`src/rtl/ifu_fetch.sv`:
```
// ifu_fetch: instruction fetch stage feeding the decoder.
// Owns the PC, issues one word read at a time to instruction memory, holds the
// returned instruction for decode, and handles execute-stage redirects by
// dropping any stale in-flight fetch.
// Optional: define IFU_MISALIGN_CHK_EN to trap misaligned redirect targets into
// a terminal fault state; otherwise the low target bits are cleared.
module ifu_fetch #(
  parameter int              XLEN     = 32,
  parameter logic [XLEN-1:0] RESET_PC = XLEN'(32'h80000000)
) (
  input  logic            clk,
  input  logic            rst,
  output logic            imem_req_valid,
  input  logic            imem_req_ready,
  output logic [XLEN-1:0] imem_req_addr,
  input  logic            imem_resp_valid,
  input  logic [31:0]     imem_resp_data,
  input  logic            redirect_valid,
  input  logic [XLEN-1:0] redirect_pc,
  input  logic            halt_req,
  output logic            out_valid,
  input  logic            out_ready,
  output logic [XLEN-1:0] out_pc,
  output logic [31:0]     out_inst,
  output logic [6:0]      out_opcode,
  output logic [2:0]      out_funct3,
  output logic            out_funct7,
  output logic            fetch_fault
);

  typedef enum logic [2:0] {
    S_REQ   = 3'd0,
    S_WAIT  = 3'd1,
    S_OUT   = 3'd2,
    S_DROP  = 3'd3,
    S_FAULT = 3'd4
  } state_t;

  localparam logic [31:0] NOP = 32'h00000013;

  state_t            state, state_next;
  logic [XLEN-1:0]   pc, pc_next;
  logic [XLEN-1:0]   redirect_tgt;
  logic              req_fire;
  logic              load_out;

  // Request is gated while reset is held so nothing is issued before release.
  assign imem_req_valid = (state == S_REQ) && !halt_req && !rst;
  assign imem_req_addr  = pc;
  assign req_fire       = imem_req_valid && imem_req_ready;
  assign out_valid      = (state == S_OUT);
  assign out_opcode     = out_inst[6:0];
  assign out_funct3     = out_inst[14:12];
  assign out_funct7     = out_inst[30];

  // Word-align the redirect target; with the checker enabled a misaligned
  // target never reaches the PC, so the mask is harmless there too.
  assign redirect_tgt   = redirect_pc & ~XLEN'(3);

`ifdef IFU_MISALIGN_CHK_EN
  logic misalign;
  logic fault_set;
  logic fault_q;
  assign misalign    = redirect_valid && (redirect_pc[1:0] != 2'b00);
  assign fetch_fault = fault_q;
`else
  assign fetch_fault = 1'b0;
`endif

  // Next-state, next-PC and latch-enable decode; redirect overrides everything.
  always_comb begin
    // NOTE: every signal written here gets a default first so no latch is inferred.
    state_next = state;
    pc_next    = pc;
    load_out   = 1'b0;
`ifdef IFU_MISALIGN_CHK_EN
    fault_set  = 1'b0;
`endif
    case (state)
      S_REQ:   if (req_fire) state_next = S_WAIT;
      S_WAIT:  if (imem_resp_valid) begin
                 state_next = S_OUT;
                 load_out   = 1'b1;
               end
      S_OUT:   if (out_ready) begin
                 state_next = S_REQ;
                 pc_next    = pc + XLEN'(4);
               end
      S_DROP:  if (imem_resp_valid) state_next = S_REQ;
      default: state_next = state;  // S_FAULT is terminal
    endcase

    if (redirect_valid && state != S_FAULT) begin
      pc_next  = redirect_tgt;
      load_out = 1'b0;
      case (state)
        S_REQ:   state_next = req_fire        ? S_DROP : S_REQ;
        S_WAIT:  state_next = imem_resp_valid ? S_REQ  : S_DROP;
        S_OUT:   state_next = S_REQ;
        S_DROP:  state_next = imem_resp_valid ? S_REQ  : S_DROP;
        default: state_next = state;
      endcase
`ifdef IFU_MISALIGN_CHK_EN
      if (misalign) begin
        state_next = S_FAULT;
        pc_next    = pc;
        fault_set  = 1'b1;
      end
`endif
    end
  end

  // State and PC registers.
  always_ff @(posedge clk or posedge rst) begin
    if (rst) begin
      state <= S_REQ;
      pc    <= RESET_PC;
    end else begin
      // NOTE: sequential state uses non-blocking assignments so all registers
      // update from the same pre-edge values.
      state <= state_next;
      pc    <= pc_next;
    end
  end

  // Instruction/PC holding register presented to decode.
  always_ff @(posedge clk or posedge rst) begin
    if (rst) begin
      out_inst <= NOP;
      out_pc   <= RESET_PC;
    end else if (load_out) begin
      out_inst <= imem_resp_data;
      out_pc   <= pc;
    end
  end

`ifdef IFU_MISALIGN_CHK_EN
  // Sticky fault flag, cleared only by reset.
  always_ff @(posedge clk or posedge rst) begin
    if (rst)            fault_q <= 1'b0;
    else if (fault_set) fault_q <= 1'b1;
  end
`endif

endmodule

```
`config.mk`:
```
export PLATFORM = sky130hd
export DESIGN_NAME = ifu_fetch
export DESIGN_NICKNAME = d
export VERILOG_FILES = /design/src/rtl/ifu_fetch.sv
export SDC_FILE = /design/constraint.sdc
export NUM_CORES = 1
export LEC_CHECK = 0
export ABC_CLOCK_PERIOD_IN_PS = 3800
export CORE_MARGIN = 4
export CORE_UTILIZATION = 55
export DETAILED_ROUTE_END_ITERATION = 6
export DONT_BUFFER_PORTS = 1
export GPL_ROUTABILITY_DRIVEN = 0
export PLACE_DENSITY = 0.7
export SLEW_MARGIN = 20
export SYNTH_ARGS = -nofsm -noshare
export SYNTH_HDL_FRONTEND = slang
export SYNTH_SLANG_ARGS = --single-unit
```
`constraint.sdc`:
```
create_clock -name clk -period 3.8 [get_ports clk]
set_input_delay 0.38 -clock clk [delete_from_list [all_inputs] [get_ports clk]]
set_output_delay 0.38 -clock clk [all_outputs]
set_load 0.02 [all_outputs]
```
==> impl_metrics.csv <==
group,metric,value,unit
worst_setup_path,worstRegToRegCells,5,
timing,endpoints_failing_setup,0,
synthesis,dominant_combinational_cell_family_by_area_after_synthesis,"multiplexers",
synthesis,synth_top_area_cell,"sky130_fd_sc_hd__dfrtp_1",
layout,area_growth_syn_to_layout,3.92,%
power_and_ir_drop,cell_internal_pwr,1.93,mW
timing,setup_tns,0,ns
timing,max_freq,403,MHz
global_routing,track_usage,20.2,%
layout,insertedDiodeCount,0,
die,core.rowCount,31,
layout,finish.instance_area,4470,µm²
worst_setup_path,rr_endpoint,"imem_req_addr[14]$_DFFE_PP0P_",
synthesis,post_synth_fa_ha_maj_area_fraction,0.291,%
die,die_y,96.5,µm
die,boundaryPins,181,
drt,route.detailed.wl_per_inst,21.0,µm
drt,vias,2812,
worst_setup_path,reg2reg_slack,1.32,ns
clock_tree,tritoncts.num_buffers,9,
clock_tree,cts_tree,"yes",
clock_tree,clock_tree.root_cell,"sky130_fd_sc_hd__clkbuf_8",
synthesis,syn-cell-area,4310,µm²
layout,post_route_cells_drive_above_1_share,26.8,%
layout,layout_net_count,418,
clock_tree,cts_hold_buffers,0,
clock_tree,post_cts.repair.setup_buffers,0,
worst_setup_path,critical_path.max_fanout,8,
drt,routed_wirelength,9440,µm
clock_tree,clock_latency,0.34,ns
clock_tree,cts.sinks,94,
clock_tree,clk_pin_slew,0.09,ns
timing,worst_margin_slew,0.840,ns
placed_design,port_buffers,0,
power_and_ir_drop,switching_share,38.3,%
power_and_ir_drop,ir_worst_vdd,0.409,mV
worst_setup_path,worst_setup_path_start_kind,"flop",
timing,slew_violations,0,
synthesis,synth_xor_area_share,1.63,%
die,die_w,96.5,µm
drt,route.top_layer_used,"met4",
worst_setup_path,critical_path_required,4.06,ns
min_path,worstHoldPathType,"primary input to asynchronous set/reset pin",
power_and_ir_drop,power.net_switching,1.20,mW
layout,filler_cell_count,605,
global_routing,grt_pass1_vias,2818,
synthesis,synth-seq-area-share,54.8,%
synthesis,synth_cells,365,
synthesis,async_reset_ff_share,100,%
global_routing,grt.overflow.total,0,
worst_setup_path,cp_data_arrival_time,2.74,ns
global_routing,grt_first_pass_wirelength,14300,µm
placed_design,sum_of_net_half_perimeters_after_detailed_placement,6690,µm
synthesis,synth_simple_gate_area_share,13.6,%
power_and_ir_drop,pwr-share-comb,12.1,%
synthesis,yosysUniqueCellTypes,43,
drt,met2_length,4690,µm
timing,hold_violation_total_from_the_final_report,0,
synthesis,ys_top_cells_by_area,"sky130_fd_sc_hd__dfrtp_1, sky130_fd_sc_hd__mux2_2, sky130_fd_sc_hd__or4_1",
timing,relSlewSlack,44.0,%
flow_run,max_cap_viol_count,0,
timing,unrepaired_setup_endpoints_after_global_routing,"no",
power_and_ir_drop,pwr_density_cell,698,nW/µm²
placed_design,placement.cell_area,4250,µm²
status,run_status,"finished clean",
drt,drc_errors,0,
power_and_ir_drop,power_frac_clock,23.1,%
synthesis,synthMuxAreaShare,16.4,%
drt,drt-pass1-iter-count,4,
synthesis,ys_ff_latch,94,
drt,wl_met3,1030,µm
drt,vias_per_cell,6.25,
power_and_ir_drop,pwr-share-seq,64.8,%
timing,fin_crit_sh,65.2,%
synthesis,synth_top_area_share,51.7,%
synthesis,ys_warn_count,0,
synthesis,leading_cell_type_by_number_of_instances_after_synthesis,"sky130_fd_sc_hd__dfrtp_1",
worst_setup_path,setup.worst_path.class,"flop to flop",
drt,drtAntennaViolNets,0,
worst_setup_path,regToRegStartpoint,"imem_req_addr[2]$_DFFE_PP0P_",
placed_design,placed_cells_incl_taps,434,
worst_setup_path,setup.worst_path.end_class,"flop",
clock_tree,htreeDepth,3,
die,placeableCoreArea,7450,µm²
clock_tree,ctsResizeCount,0,
global_routing,number_of_antenna_violations_at_the_first_check_in_global_routing,0,
global_routing,maximum_number_of_pins_on_one_net_before_global_route_repair,72,
layout,layout.cells.non_filler,450,
timing,worst_clk_skew,0.00779,ns
placed_design,placement.setup.worst_slack,1.35,ns
synthesis,synth_edf_count,0,
drt,drt_iter0_markers,115,
drt,wl_met1,3650,µm
timing,period_needed,2.48,ns
synthesis,synth_ff_type,"sky130_fd_sc_hd__dfrtp_1",
synthesis,netlist_top_cells_count,"sky130_fd_sc_hd__dfrtp_1, sky130_fd_sc_hd__mux2_2, sky130_fd_sc_hd__nand2_1, sky130_fd_sc_hd__or4_1, sky130_fd_sc_hd__nor2_1",
die,dieArea,9310,µm²
synthesis,synth-compound-area-share,7.76,%
synthesis,synth_area_per_cell,11.8,µm²
clock_tree,cts_buffer_depth,2,
die,initial_utilization,57.8,%
power_and_ir_drop,power.total,3.12,mW
timing,final.hold.worst_slack,0.0788,ns
power_and_ir_drop,leakage,1.79,nW
layout,final_core_utilization,60.1,%
timing,worst_slack,1.32,ns
## worst max-delay path, stage by stage (launching register included)
cell	delay, ns
sky130_fd_sc_hd__dfrtp_1	0.58
sky130_fd_sc_hd__ha_1	0.23
sky130_fd_sc_hd__and4b_1	0.45
sky130_fd_sc_hd__or4b_1	0.59
sky130_fd_sc_hd__or3_1	0.38
sky130_fd_sc_hd__a31oi_1	0.18
## layout by cell type, fill, tap and decap left out, types with 3 or more instances in the layout
cell type / n
sky130_fd_sc_hd__a31oi_1: 16
sky130_fd_sc_hd__or4_1: 18
sky130_fd_sc_hd__buf_4: 3
sky130_fd_sc_hd__o211ai_1: 4
sky130_fd_sc_hd__o31ai_1: 14
sky130_fd_sc_hd__nand3_1: 16
sky130_fd_sc_hd__conb_1: 5
sky130_fd_sc_hd__o21ai_0: 13
sky130_fd_sc_hd__or3_1: 3
sky130_fd_sc_hd__clkbuf_8: 9
sky130_fd_sc_hd__or2_2: 3
sky130_fd_sc_hd__nand2_1: 24
sky130_fd_sc_hd__nor2_1: 17
sky130_fd_sc_hd__xor2_1: 4
sky130_fd_sc_hd__dfstp_2: 5
sky130_fd_sc_hd__mux2_2: 62
sky130_fd_sc_hd__xnor2_1: 4
sky130_fd_sc_hd__dfrtp_1: 89
sky130_fd_sc_hd__nand4_1: 5
## cells by family after synthesis
group	Yosys count
fa+ha+maj	1
mux	63
xor+xnor	8
simple gates	106
compound gates	51
other cells	1
buf+inv	41
flops	94
## layer usage
layer  GRT usage [%]  up-vias
met3            9.60        6
met1            23.9     1409
met4            6.54        0
li1                -     1277
met5               0        -
met2            32.5      120
## power by group through the flow
stage	clock [mW]	combinational, mW	sequential, mW
global route	0.788	0.423	2.08
finish	0.721	0.379	2.02
global placement	0	0.362	2.04
CTS	0.744	0.388	2.03
floorplan	0	0.473	1.89
detailed placement	0	0.389	2.05
## flip-flops by register name, summed over array words and instances (netlist names)
name and flops:
imem_req_addr 30, out_inst 32, out_pc 30, state 2
## how the worst max path moves through the flow
stage / endpoint / slack [ns] / cells past startpoint / startpoint
finish: imem_req_addr[14]$_DFFE_PP0P_ / 1.32 / 5 / imem_req_addr[2]$_DFFE_PP0P_
global route: imem_req_addr[14]$_DFFE_PP0P_ / 1.22 / 5 / imem_req_addr[2]$_DFFE_PP0P_
CTS: imem_req_addr[14]$_DFFE_PP0P_ / 1.31 / 5 / imem_req_addr[2]$_DFFE_PP0P_
detailed placement: imem_req_addr[14]$_DFFE_PP0P_ / 1.35 / 5 / imem_req_addr[2]$_DFFE_PP0P_
global placement: imem_req_addr[14]$_DFFE_PP0P_ / 1.38 / 5 / imem_req_addr[2]$_DFFE_PP0P_
floorplan: imem_req_addr[10]$_DFFE_PP0P_ / 0.98 / 1 / rst
## area by class of cell
cell class | instances | area [µm²] | share of cell area [%]
clock buffer | 9 | 124 | 2.77
clock inverter | 7 | 96.3 | 2.15
inverter | 4 | 17.5 | 0.391
multi-input combinational | 234 | 1730 | 38.7
sequential | 94 | 2360 | 52.7
tap | 99 | 124 | 2.77
timing repair buffer | 3 | 22.5 | 0.503
Power figures use the tool's default switching activity.
